===== src/rtl/rst_req_ctrl.sv =====
// Reset request controller: collects reset requests, holds every domain in reset for a fixed
// pulse, then releases domains in index order. Optional sticky cause register via RST_CAUSE_EN.
module rst_req_ctrl #(
    parameter int unsigned NUM_REQ   = 3,
    parameter int unsigned NUM_DOM   = 2,
    parameter int unsigned PULSE_CYC = 16,
    parameter int unsigned GAP_CYC   = 4,
    parameter int unsigned CNT_W     =
        $clog2(((PULSE_CYC > GAP_CYC) ? PULSE_CYC : GAP_CYC) + 1)
) (
    input  logic               clk_i,
    input  logic               rst_i,
    input  logic [NUM_REQ-1:0] req_i,
    input  logic [NUM_REQ-1:0] req_mask_i,
`ifdef RST_CAUSE_EN
    input  logic               cause_clr_i,
    output logic [NUM_REQ-1:0] cause_o,
`endif
    output logic [NUM_DOM-1:0] rst_no,
    output logic               busy_o
);

    localparam int unsigned DomW = (NUM_DOM > 1) ? $clog2(NUM_DOM) : 1;
    localparam logic [CNT_W-1:0] PulseLd = CNT_W'(PULSE_CYC - 1);
    localparam logic [CNT_W-1:0] GapLd   = CNT_W'(GAP_CYC - 1);

    typedef enum logic [1:0] {
        StIdle,
        StHold,
        StRel
    } state_e;

    state_e             state_q;
    logic [CNT_W-1:0]   cnt_q;
    logic [DomW-1:0]    dom_q;
    logic [NUM_DOM-1:0] rst_q;
    logic               busy_q;
    logic [NUM_REQ-1:0] req_act;
    logic               trig;

    assign req_act = req_i & ~req_mask_i;
    assign trig    = |req_act;

    // A new request has priority in every state, including the final release edge.
    always_ff @(posedge clk_i) begin
        if (rst_i || trig) begin
            state_q <= StHold;
            cnt_q   <= PulseLd;
            dom_q   <= '0;
            rst_q   <= '0;
            busy_q  <= 1'b1;
        end else begin
            case (state_q)
                StIdle: begin
                    rst_q  <= '1;
                    busy_q <= 1'b0;
                end
                StHold: begin
                    if (cnt_q == '0) begin
                        dom_q <= '0;
                        cnt_q <= GapLd;
                        if (NUM_DOM == 1) begin
                            state_q <= StIdle;
                            rst_q   <= '1;
                            busy_q  <= 1'b0;
                        end else begin
                            state_q <= StRel;
                            for (int k = 0; k < int'(NUM_DOM); k++) begin
                                rst_q[k] <= (k == 0);
                            end
                        end
                    end else begin
                        cnt_q <= cnt_q - 1'b1;
                    end
                end
                StRel: begin
                    if (cnt_q == '0) begin
                        cnt_q <= GapLd;
                        if (int'(dom_q) + 2 >= int'(NUM_DOM)) begin
                            state_q <= StIdle;
                            rst_q   <= '1;
                            busy_q  <= 1'b0;
                        end else begin
                            dom_q <= dom_q + 1'b1;
                            // Thermometer code keeps release strictly in index order.
                            for (int k = 0; k < int'(NUM_DOM); k++) begin
                                rst_q[k] <= (k <= int'(dom_q) + 1);
                            end
                        end
                    end else begin
                        cnt_q <= cnt_q - 1'b1;
                    end
                end
                default: begin
                    state_q <= StHold;
                    cnt_q   <= PulseLd;
                    dom_q   <= '0;
                    rst_q   <= '0;
                    busy_q  <= 1'b1;
                end
            endcase
        end
    end

    assign rst_no = rst_q;
    assign busy_o = busy_q;

`ifdef RST_CAUSE_EN
    logic [NUM_REQ-1:0] cause_q;

    // Set beats clear for the same bit; request-driven resets leave the cause intact.
    always_ff @(posedge clk_i) begin
        if (rst_i) begin
            cause_q <= '0;
        end else begin
            cause_q <= (cause_clr_i ? '0 : cause_q) | req_act;
        end
    end

    assign cause_o = cause_q;
`endif

endmodule


===== config.mk =====
export PLATFORM = sky130hd
export DESIGN_NAME = rst_req_ctrl
export DESIGN_NICKNAME = d
export VERILOG_FILES = /design/src/rtl/rst_req_ctrl.sv
export SDC_FILE = /design/constraint.sdc
export NUM_CORES = 1
export LEC_CHECK = 0
export BUFFER_PORTS_ARGS = -buffer_cell sky130_fd_sc_hd__buf_2
export CORE_UTILIZATION = 43
export DETAILED_ROUTE_END_ITERATION = 7
export GPL_TIMING_DRIVEN = 0
export MAX_ROUTING_LAYER = met4
export SYNTH_ARGS = -nofsm -noshare
export SYNTH_HDL_FRONTEND = slang
export SYNTH_SLANG_ARGS = --single-unit

===== constraint.sdc =====
create_clock -name clk_i -period 1.95 [get_ports clk_i]
set_input_delay 0.0975 -clock clk_i [delete_from_list [all_inputs] [get_ports clk_i]]
set_output_delay 0.0975 -clock clk_i [all_outputs]
set_load 0.005 [all_outputs]

**Yosys cells after proc, flatten, opt, wreduce, memory -nomap -nowiden**

Cells that the tools add are included.

- Register bits after elaboration: 11
- Latch bits: 0
- Bits in writable memories: 0
- Memory bits (read-only): 0
- Input port bits: 8
- Output and inout bits: 3
- Word-level logic and storage cells: 48
- Memories: 0

- $add $sub $neg: 4
- Multiply operators: 0
- Divide/modulo/power cells: 0
- Order comparisons: 3
- Eq/ne operators: 6
- Shift operators: 0
- Mux-type cells: 17
- Bitwise gates (word level): 4
- Reductions and logical operators: 9

Operators with widths:

| operator | number |
|---|---|
| less-or-equal comparator 1 x 32 -> 1 bit, first input constant | 1 |
| 2-to-1 mux 2 bit | 6 |
| one-hot mux 2 bit (3 select lines) | 2 |
| one-hot mux 5 bit (2 select lines) | 1 |
| inequality test 2 bit, second input constant | 4 |
| AND reduction 4 bit | 2 |
| one-hot mux 1 bit (3 select lines) | 2 |
| zero test 5 bit | 1 |
| 2-to-1 mux 1 bit | 5 |
| 2-to-1 mux 5 bit | 1 |
| subtractor 5 x 1 -> 5 bit, second input constant | 1 |
| adder 1 x 2 -> 3 bit, second input constant | 1 |
| bitwise AND 3 bit | 1 |
| greater-or-equal comparator 3 x 2 -> 1 bit, second input constant | 1 |
| NOT 3 bit | 1 |
| AND reduction 3 bit | 1 |
| OR reduction 3 bit | 1 |
| adder 1 x 1 -> 2 bit, second input constant | 1 |
| equality test 2 x 1 -> 1 bit, second input constant | 1 |
| equality test 2 bit, second input constant | 1 |
| less-or-equal comparator 1 x 2 -> 1 bit, first input constant | 1 |
| zero test 2 bit | 1 |
| NOT 1 bit | 2 |
| AND reduction 2 bit | 1 |
| 3 further kinds | 3 |

**Longest topological paths before layout**

Gate-level depths: netlist (run 1).

- Depth after elaboration: 5
- Gate-level depth with buffers: 6
- Gate-level depth less buffers: 6

**Worst setup path after synthesis (run 1)**

No wires, ideal clock.

- Path kind: flip-flop to flip-flop
- Start point: register state_q[0]
- End point: register rst_q[1] (netlist: rst_no[1])
- Library setup time: 70 ps
- Arrival: 1,362 ps
- Data required time: 1,880 ps
- Slack: 518 ps
- Stages on the path, launching flop included: 7
- Path buffers: 0
- Clock period less this slack: 1,432 ps
- Cells stage by stage: dfxtp_1 -> inv_1 -> ha_1 -> nor2_1 -> nor2_2 -> or3_1 -> a21oi_1

- Cells in the longest elaborated chain, start to end: 3
- Elaborated cells between the ends (all ways): 7
- Classes of those cells: eq/ne: 4; mux: 1; reduce/logical: 2

Ends and longest elaborated chain:

| item | RTL line | source |
|---|---|---|
| from (decl) | 33 | `state_e state_q;` |
| from (signal assigned) | 47 | `state_q <= StHold;` |
| from (signal assigned) | 63 | `state_q <= StIdle;` |
| from (signal assigned) | 67 | `state_q <= StRel;` |
| equality test 2 x 1 -> 1 bit / equality test 2 bit (equally long branches) | 53 | `case (state_q)` |
| inequality test 2 bit (no source line) | n/a |  |
| AND reduction 2 bit (no source line) | n/a |  |
| to (signal, indexed assignment) | 69 | `rst_q[k] <= (k == 0);` |
| to (signal, indexed assignment) | 87 | `rst_q[k] <= (k <= int'(dom_q) + 1);` |
| to (decl) | 36 | `logic [NUM_DOM-1:0] rst_q;` |

Parallel ways exist; a longest one is shown, timed or not.
A chain may end at the register's enable or synchronous reset.

**Final worst setup path (run 1)**

- Start point: register state_q[1]
- End point: register state_q[0]

- Cells in the longest elaborated chain, start to end: 3
- Elaborated cells between the ends (all ways): 9
- Classes of those cells: eq/ne: 5; mux: 1; bitwise: 1; reduce/logical: 2

Ends and longest elaborated chain:

| item | RTL line |
|---|---|
| equality test 2 bit (tied with other cells) | 53 |
| inequality test 2 bit (no source line) / NOT 1 bit (equally long branches) | n/a |
| AND reduction 4 bit (no source line) | n/a |

Parallel ways exist; a longest one is shown, timed or not.

==> results of run 1 <==
[worst paths after layout]
path | cells after the start | endpoint
max reg2reg | 6 | state_q[0]$_SDFFE_PP1P_
min reg2reg | 2 | rst_no[1]$_SDFFE_PP0P_
max | 6 | state_q[0]$_SDFFE_PP1P_
min | 3 | cnt_q[1]$_SDFFE_PP1P_
[sequential cells by signal, summed over array words and instances, names as in the netlist]
register and cells:
busy_o 1, state_q 2, cnt_q 5, rst_no 2
[layer usage]
metal	up-vias	share of wire, %
met5	-	0
met4	0	1.1
met3	2	3.0
met2	10	39
met1	201	56
li1	250	-
[final cells by class]
type,count,area (µm²),share of cell area [%]
plain buffers,1,3.75,0.578
clock buffers,3,22.5,3.47
inverters,5,18.8,2.89
multi-input cells,47,337,51.8
flip-flops and latches,10,200,30.8
well taps,14,17.5,2.70
repair buffers,10,50.0,7.71
[critical path, delay by kind of cell, from the launching register on]
kind	cells	cell delay, ns
buf+inv	2	0.47
flops	1	0.33
compound gates	2	0.31
fa+ha+maj	1	0.20
simple gates	1	0.13
[through the flow]
step	hold WS (ns)	setup WS, ns
floorplan	0.225	0.518
global placement	0.371	0.380
detailed placement	0.377	0.392
CTS	0.0959	0.374
global route	0.119	0.225
finish	0.101	0.378
[kinds of logic (layout without fill, tap and decap cells)]
| kind of cell | Yosys count | after routing | share of synthesized area [%] |
|---|---|---|---|
| simple gates | 27 | 27 | 28.9 |
| compound gates | 12 | 12 | 14.5 |
| flops | 10 | 10 | 35.8 |
| fa+ha+maj | 6 | 6 | 13.4 |
| buf+inv | 6 | 19 | 4.03 |
| xor+xnor | 1 | 1 | 1.57 |
| mux | 1 | 1 | 1.79 |
[cells in the final DEF (no fill, tap or decap)]
cell and n:
a21oi_1 2, a31oi_1 1, buf_2 10, clkbuf_1 1, clkbuf_4 3, dfxtp_1 10, ha_1 6, inv_1 5
mux2i_1 1, nand2_1 6, nand3_1 2, nor2_1 5, nor2_2 1, nor2b_1 4, nor3_1 3, nor4_2 1
nor4b_4 1, o21ai_0 4, o21ba_2 1, o311a_1 1, o311ai_0 2, o31ai_1 1, or3_1 2, or4_1 2
xnor2_1 1
[report_power, final]
| part | leakage [nW] | switching, mW | total (mW) | internal, mW |
|---|---|---|---|---|
| clock network | 0.0138 | 0.0683 | 0.139 | 0.0712 |
| logic | 0.189 | 0.0125 | 0.0246 | 0.0121 |
| registers | 0.0810 | 0.00219 | 0.209 | 0.207 |
==> flow_summary_export.csv, run 1 <==
group,metric,value,unit
cts,post_cts_buffers,0,
cts,cts_hold_buf,0,
sta,slew_headroom,55.3,%
layout,n_antenna_cell,0,
sta,finalCritPeriodShare,80.6,%
floorplan,rows,12,
global_route,busiest_layer,"met2",
sta,tns,0,ns
global_route,antenna_found_initial,0,
synth,syn-num-nets,77,
hold_path,worstHoldStart,"rst_i",
synth,yosysWarningCount,0,
layout,area_growth,16.1,%
worst_setup_path,crit_fanout,10,
cts,clk_path_buf_depth,2,
cts,htreeDepth,1,
power_and_ir_drop,total_power,0.373,mW
detailed_routing,drt-total-wl,974,µm
hold_path,hold_class,"in -> reg",
cts,cts_tree,"yes",
synth,ys_types,23,
sta,finalSetupViolCount,0,
floorplan,fp.coreArea,1160,µm²
worst_setup_path,reg2reg_slack,0.38,ns
floorplan,ioPinCount,11,
place,dp_hpwl,732,µm
worst_setup_path,crit_path_cell_trace,"inv_1 > ha_1 > clkbuf_1 > o21ba_2 > nor3_1 > a31oi_1",
synth,yosys.area.top_type_share,35.8,%
sta,max_freq,0.636,GHz
synth,synth_edf_count,0,
sta,fin_crit,1.57,ns
global_route,grt_pass1_wl,1640,µm
layout,final_area,649,µm²
synth,synth_seq_cells,10,
power_and_ir_drop,peakVddDrop,0.311,mV
synth,ys.flop_type,"dfxtp_1",
cts,cts_buffers,3,
synth,synth.avg_cell_area,8.88,µm²
detailed_routing,vias,463,
worst_setup_path,path_class,"reg -> reg",
sta,rsz0062_at_grt,"no",
sta,final_hold_viol_count,0,
global_route,track_usage,17.1,%
synth,yosysSeqAreaShare,35.8,%
global_route,grt_overflow,0,
global_route,gr-usage-met1,21.1,%
place,placed_cells,87,
global_route,grt_util_met2,24.2,%
worst_setup_path,critPathSlowestCell,"clkbuf_1",
detailed_routing,dr.first_iter.drc_count,6,
global_route,met3_usage,3.49,%
synth,syn_inst,63,
floorplan,die_area,1450,µm²
layout,stdcell_count,90,
layout,fillerInstances,108,
global_route,grt_max_degree,11,
place,globalplace.congestion,0.716,
detailed_routing,ant_nets,0,
layout,drive_above_1_share,22.4,%
synth,synth_common_cells,"dfxtp_1 (10), ha_1 (6), nand2_1 (6)",
global_route,grt_pass1_vias,407,
power_and_ir_drop,powerDensity,574,nW/µm²
worst_setup_path,critical_path.startpoint,"state_q[1]$_SDFFE_PP0P_",
synth,synth_area_leaders,"dfxtp_1 (36%), ha_1 (13%), nor2b_1 (4.5%)",
run_status,outcome,"complete, no violations",
worst_setup_path,timing.rr.start,"state_q[1]$_SDFFE_PP0P_",
place,io_buffer_count,10,
synth,synthArstFlopShare,0,%
synth,syn_area,559,µm²
sta,worst_slew_pin_slew,0.665,ns
synth,yosysMostFrequentCell,"dfxtp_1",
synth,yosysTopAreaCell,"dfxtp_1",
floorplan,start_util,48.4,%
worst_setup_path,start_kind,"register",
sta,slew_violations,0,
worst_setup_path,critPathMaxStageDelay,0.34,ns
run,cap_viol_max_count,0,
sta,fin_skew,0.00354,ns
detailed_routing,dr.pass1.iters,4,
floorplan,die_h,38.1,µm
detailed_routing,drt-wirelength-per-cell,10.8,µm
worst_setup_path,crit_required,2.06,ns
worst_setup_path,arrival,1.69,ns
floorplan,die_x,38.1,µm
place,dpl_cell_area,627,µm²
layout,final_core_util,56.2,%
cts,cts.clk_slew.worst_paths,0.07,ns
cts,cts_resized,0,
cts,cts-root-buf,"clkbuf_4",
cts,insertion_delay,0.26,ns
worst_setup_path,cp-end-kind,"register",
layout,layout.nets,92,
detailed_routing,drc,0,
power_and_ir_drop,power_leakage,0.284,nW
detailed_routing,via_per_inst,5.14,
cts,clkSinkCount,10,
No activity file was read; power rests on OpenSTA's default activity.
==> run 2, diff against run 1 <==
Settings changed: ABC_AREA from default to 1.
Clock period 1.95 ns to 1.45 ns, I/O delays scaled along.
==> flow_summary_export.csv, run 2 <==
group,metric,value,unit
place,dp_hpwl,775,µm
cts,clkSinkCount,10,
synth,syn-num-nets,98,
synth,ys_types,19,
synth,yosysSeqAreaShare,33.6,%
synth,syn_inst,84,
power_and_ir_drop,powerDensity,818,nW/µm²
power_and_ir_drop,internal_power,0.445,mW
hold_path,hold_class,"in -> reg",
floorplan,fp.coreArea,1300,µm²
cts,clk_path_buf_depth,2,
worst_setup_path,critPathSlowestCell,"dfxtp_2",
sta,slew_violations,0,
cts,cts-root-buf,"clkbuf_4",
layout,top_register,"cnt_q",
global_route,busiest_layer,"met2",
floorplan,die_x,39.2,µm
worst_setup_path,reg2reg_slack,0.14,ns
global_route,grt_pass1_vias,393,
cts,htreeDepth,1,
synth,syn_area,596,µm²
sta,tns,0,ns
synth,synth.avg_cell_area,7.09,µm²
run_status,outcome,"complete, no violations",
power_and_ir_drop,power_leakage,0.394,nW
synth,synth_area_leaders,"dfxtp_1 (34%), ha_1 (13%), nand2_1 (12%)",
detailed_routing,dr.pass1.iters,4,
run,cap_viol_max_count,0,
global_route,met3_usage,5.20,%
layout,largest_reg_flops,5,
synth,synth_common_cells,"nand2_1 (19), inv_1 (17), dfxtp_1 (10)",
sta,max_freq,0.762,GHz
worst_setup_path,critPathMaxStageDelay,0.37,ns
synth,synth_edf_count,0,
global_route,track_usage,17.4,%
detailed_routing,vias,533,
synth,yosys.area.top_type_share,33.6,%
floorplan,start_util,45.8,%
detailed_routing,dr.first_iter.drc_count,13,
global_route,antenna_found_initial,0,
layout,n_antenna_cell,0,
power_and_ir_drop,p_clk_share,46.1,%
detailed_routing,drt-wirelength-per-cell,9.32,µm
layout,final_core_util,54.2,%
sta,finalCritPeriodShare,90.5,%
sta,fin_skew,0.00487,ns
synth,yosysWarningCount,0,
sta,final_hold_viol_count,0,
sta,slew_headroom,86.0,%
detailed_routing,via_per_inst,4.72,
cts,cts_tree,"yes",
layout,layout.nets,113,
detailed_routing,ant_nets,0,
cts,insertion_delay,0.28,ns
synth,synth_seq_cells,10,
layout,final_common_cell,"nand2_1",
global_route,gr-usage-met1,20.8,%
worst_setup_path,path_class,"reg -> reg",
worst_setup_path,crit_required,1.62,ns
worst_setup_path,start_kind,"register",
layout,drive_above_1_share,21.4,%
global_route,grt_util_met2,22.9,%
place,globalplace.congestion,0.785,
power_and_ir_drop,combinationalPowerShare,5.6,%
cts,cts_buffers,3,
sta,fin_crit,1.31,ns
floorplan,die_area,1540,µm²
sta,rsz0062_at_grt,"no",
synth,ys.flop_type,"dfxtp_1",
power_and_ir_drop,p_sw,0.133,mW
global_route,grt_overflow,0,
detailed_routing,drc,0,
layout,area_growth,18.5,%
cts,cts.clk_slew.worst_paths,0.08,ns
power_and_ir_drop,p_sw_share,23.0,%
floorplan,ioPinCount,11,
global_route,grt_max_degree,11,
worst_setup_path,crit_fanout,10,
worst_setup_path,cp-end-kind,"register",
cts,post_cts_buffers,0,
global_route,grt_pass1_wl,1640,µm
place,io_buffer_count,10,
worst_setup_path,arrival,1.48,ns
power_and_ir_drop,peakVddDrop,0.429,mV
power_and_ir_drop,sequentialPowerShare,48.3,%
worst_setup_path,crit_path_cell_trace,"inv_1 > ha_1 > inv_1 > buf_4 > nand2_1 > o22ai_1 > nand2_1",
floorplan,die_h,39.2,µm
detailed_routing,drt-total-wl,1050,µm
sta,finalSetupViolCount,0,
layout,final_cell_mix,"nand2_1 (19), inv_1 (17), buf_2 (10)",
synth,yosysMostFrequentCell,"nand2_1",
sta,worst_slew_pin_slew,0.210,ns
synth,yosysTopAreaCell,"dfxtp_1",
synth,synthArstFlopShare,0,%
floorplan,rows,13,
[run 2: metrics by stage]
stage	area (µm²)	power, mW	hold slack (ns)	worst slack [ns]	instances
2_1_floorplan	596	0.305	0.309	0.201	84
3_3_place_gp	664	0.318	0.434	0.0609	109
3_5_place_dp	664	0.318	0.439	0.0311	109
4_1_cts	701	0.581	0.150	0.0213	113
5_1_grt	706	0.598	0.180	0.0207	113
6_report	706	0.577	0.140	0.138	113
[run 2: final timing paths]
check / cells past startpoint / endpoint / start
min: 4 / rst_no[1]$_SDFFE_PP0P_ / rst_i
min reg2reg: 2 / busy_o$_SDFFE_PP1P_ / busy_o$_SDFFE_PP1P_
max: 7 / cnt_q[0]$_SDFFE_PP1P_ / state_q[0]$_SDFFE_PP1P_
max reg2reg: 7 / cnt_q[0]$_SDFFE_PP1P_ / state_q[0]$_SDFFE_PP1P_
[run 2: metal layers]
metal / part of all wire, % / up-vias
met2: 40 / 13
met3: 5.3 / 5
met5: 0 / -
met4: 4.0 / 0
li1: - / 291
met1: 51 / 224
[run 2: cells by family after synthesis]
family	Yosys count	share of synthesized area, %
and+or+nand+nor	39	31.7
adders and majority gates	6	12.6
xor gates and xnor gates	1	1.47
DFF	10	33.6
buffers and inverters	18	11.6
AOI/OAI and AO/OA	10	9.03
[run 2: layout make-up]
class | count | area, µm²
flip-flops and latches | 10 | 203
inverters | 17 | 63.8
multi-input cells | 56 | 327
plain buffers | 1 | 7.51
clock buffers | 4 | 36.3
repair buffers | 10 | 50.0
well taps | 15 | 18.8
fillers | 137 | 596
[run 2: worst max-delay path, delay by kind of cell, from the launching register on]
family	cells	cell delay (ns)
adders and majority gates	1	0.25
and+or+nand+nor	2	0.15
DFF	1	0.37
AOI/OAI and AO/OA	1	0.11
buffers and inverters	3	0.32
[run 2: timing repair]
action | in CTS | in global routing
setup endpoints to repair | 0 | 5
gates resized for setup | 0 | 4
hold buffers | 0 | 0
[run 2: power groups by stage]
stage / combinational (mW) / clock, mW / sequential [mW]
after floorplan: 0.0200 / 0 / 0.285
after global placement: 0.0323 / 0 / 0.285
after detailed placement: 0.0327 / 0 / 0.285
after CTS: 0.0329 / 0.269 / 0.279
after global routing: 0.0378 / 0.281 / 0.280
final: 0.0324 / 0.266 / 0.279
==> run 3, diff against run 2 <==
Settings changed: PLACE_DENSITY from default to 0.71.
==> flow_summary_export.csv, run 3 (same netlist as run 2, synthesis figures left out) <==
group,metric,value,unit
run_status,outcome,"complete, no violations",
layout,largest_reg_flops,5,
place,io_buffer_count,10,
sta,fin_skew,0.00238,ns
worst_setup_path,arrival,1.50,ns
cts,cts_buffers,3,
sta,slew_violations,0,
power_and_ir_drop,power_leakage,0.394,nW
worst_setup_path,start_kind,"register",
power_and_ir_drop,powerDensity,807,nW/µm²
cts,cts.clk_slew.worst_paths,0.07,ns
place,globalplace.congestion,0.789,
detailed_routing,drc,0,
cts,clkSinkCount,10,
global_route,grt_overflow,0,
floorplan,die_h,39.2,µm
layout,area_growth,18.5,%
sta,finalCritPeriodShare,92.4,%
floorplan,ioPinCount,11,
sta,finalSetupViolCount,0,
power_and_ir_drop,peakVddDrop,0.538,mV
detailed_routing,vias,544,
layout,final_core_util,54.2,%
cts,clk_path_buf_depth,2,
cts,cts_tree,"yes",
detailed_routing,via_per_inst,4.81,
floorplan,start_util,45.8,%
floorplan,fp.coreArea,1300,µm²
floorplan,die_x,39.2,µm
cts,insertion_delay,0.27,ns
layout,register_area,203,µm²
layout,final_area,706,µm²
power_and_ir_drop,combinationalPowerShare,5.9,%
place,place_ws,0.0339,ns
detailed_routing,dr.first_iter.drc_count,7,
sta,hold_slack,0.150,ns
layout,drive_above_1_share,21.4,%
global_route,grt_max_degree,11,
worst_setup_path,crit_required,1.61,ns
global_route,grt_pass1_wl,1740,µm
hold_path,hold_class,"in -> reg",
place,dp_hpwl,808,µm
power_and_ir_drop,p_clk_share,45.1,%
floorplan,die_area,1540,µm²
global_route,grt_pass1_vias,478,
detailed_routing,dr.pass1.iters,4,
detailed_routing,drt-total-wl,1060,µm
sta,setup_ws,0.111,ns
cts,post_cts_buffers,0,
floorplan,rows,13,
sta,final_hold_viol_count,0,
layout,final_cell_mix,"nand2_1 (19), inv_1 (17), buf_2 (10)",
worst_setup_path,r2r_end,"cnt_q[0]$_SDFFE_PP1P_",
place,dpl_cell_area,664,µm²
layout,layout.nets,113,
layout,final_common_cell,"nand2_1",
global_route,track_usage,17.3,%
layout,top_register,"cnt_q",
cts,htreeDepth,1,
run,cap_viol_max_count,0,
sta,slew_headroom,85.7,%
sta,max_freq,0.747,GHz
layout,fillerInstances,154,
power_and_ir_drop,internal_power,0.445,mW
worst_setup_path,reg2reg_slack,0.11,ns
worst_setup_path,endpoint,"cnt_q[0]$_SDFFE_PP1P_",
worst_setup_path,timing.rr.start,"state_q[0]$_SDFFE_PP1P_",
power_and_ir_drop,p_sw,0.124,mW
worst_setup_path,crit_fanout,10,
global_route,antenna_found_initial,0,
power_and_ir_drop,sequentialPowerShare,49.0,%
power_and_ir_drop,p_sw_share,21.8,%
layout,multi_input_area,327,µm²
cts,cts-root-buf,"clkbuf_4",
detailed_routing,drt-wirelength-per-cell,9.42,µm
sta,fin_crit,1.34,ns
sta,tns,0,ns
worst_setup_path,critical_path.startpoint,"state_q[0]$_SDFFE_PP1P_",
worst_setup_path,ff2ff_path_depth,7,
detailed_routing,ant_nets,0,
worst_setup_path,path_class,"reg -> reg",
sta,worst_slew_pin_slew,0.215,ns
worst_setup_path,cp-end-kind,"register",
sta,rsz0062_at_grt,"no",
layout,n_antenna_cell,0,
==> run 3: changes by cell type in the layout (fill, tap and decap cells not counted) <==
cell      before  now
clkbuf_4       3    4
buf_4          1    0
==> run 3: what timing repair did <==
action / CTS / global route
gates resized for setup: 0 / 3
setup endpoints to repair: 0 / 6
endpoints found under the hold margin: 0 / 0
hold buffers: 0 / 0
==> run 3: metal layers <==
metal,vias to the layer above,GRT usage [%],share of wire (%)
li1,293,-,-
met1,240,20.5,48
met2,6,25.8,46
met3,5,3.47,2.8
met4,0,12.1,2.7
met5,-,-,0
==> run 3: power by group through the flow <==
stage	registers, mW	logic, mW	clock network, mW
after floorplan	0.285	0.0200	0
after global placement	0.285	0.0317	0
after detailed placement	0.285	0.0330	0
after CTS	0.279	0.0332	0.262
after global routing	0.279	0.0396	0.273
final	0.279	0.0333	0.257
==> run 3: metrics by stage <==
stage | cells | power (mW)
2_1_floorplan | 84 | 0.305
6_report | 113 | 0.570
5_1_grt | 113 | 0.592
3_3_place_gp | 109 | 0.317
3_5_place_dp | 109 | 0.318
4_1_cts | 113 | 0.574
==> run 3: worst min-delay path by stage <==
| stage | startpoint | end | slack, ns | cells after the start |
|---|---|---|---|---|
| finish | rst_i | rst_no[0]$_SDFFE_PP0P_ | 0.15 | 4 |
| detailed placement | rst_i | rst_no[0]$_SDFFE_PP0P_ | 0.44 | 4 |
| floorplan | rst_i | rst_no[0]$_SDFFE_PP0P_ | 0.31 | 3 |
| CTS | rst_i | rst_no[0]$_SDFFE_PP0P_ | 0.15 | 4 |
| global route | rst_i | rst_no[1]$_SDFFE_PP0P_ | 0.19 | 4 |
| global placement | rst_i | rst_no[1]$_SDFFE_PP0P_ | 0.43 | 4 |
==> run 3: worst max-delay path, cell delays in order (launching register included) <==
cell and delay [ns]:
dfxtp_2 0.37, inv_1 0.07, ha_1 0.25, inv_1 0.08, clkbuf_4 0.19, nand2_1 0.09, o22ai_1 0.12, nand2_1 0.06
==> run 3: area by class of cell <==
cell class	count	share of cell area (%)
timing repair buffer	10	7.09
inverter	17	9.04
sequential	10	28.7
clock buffer	4	5.14
multi-input combinational	56	46.3
tap	15	2.66
buffer	1	1.06
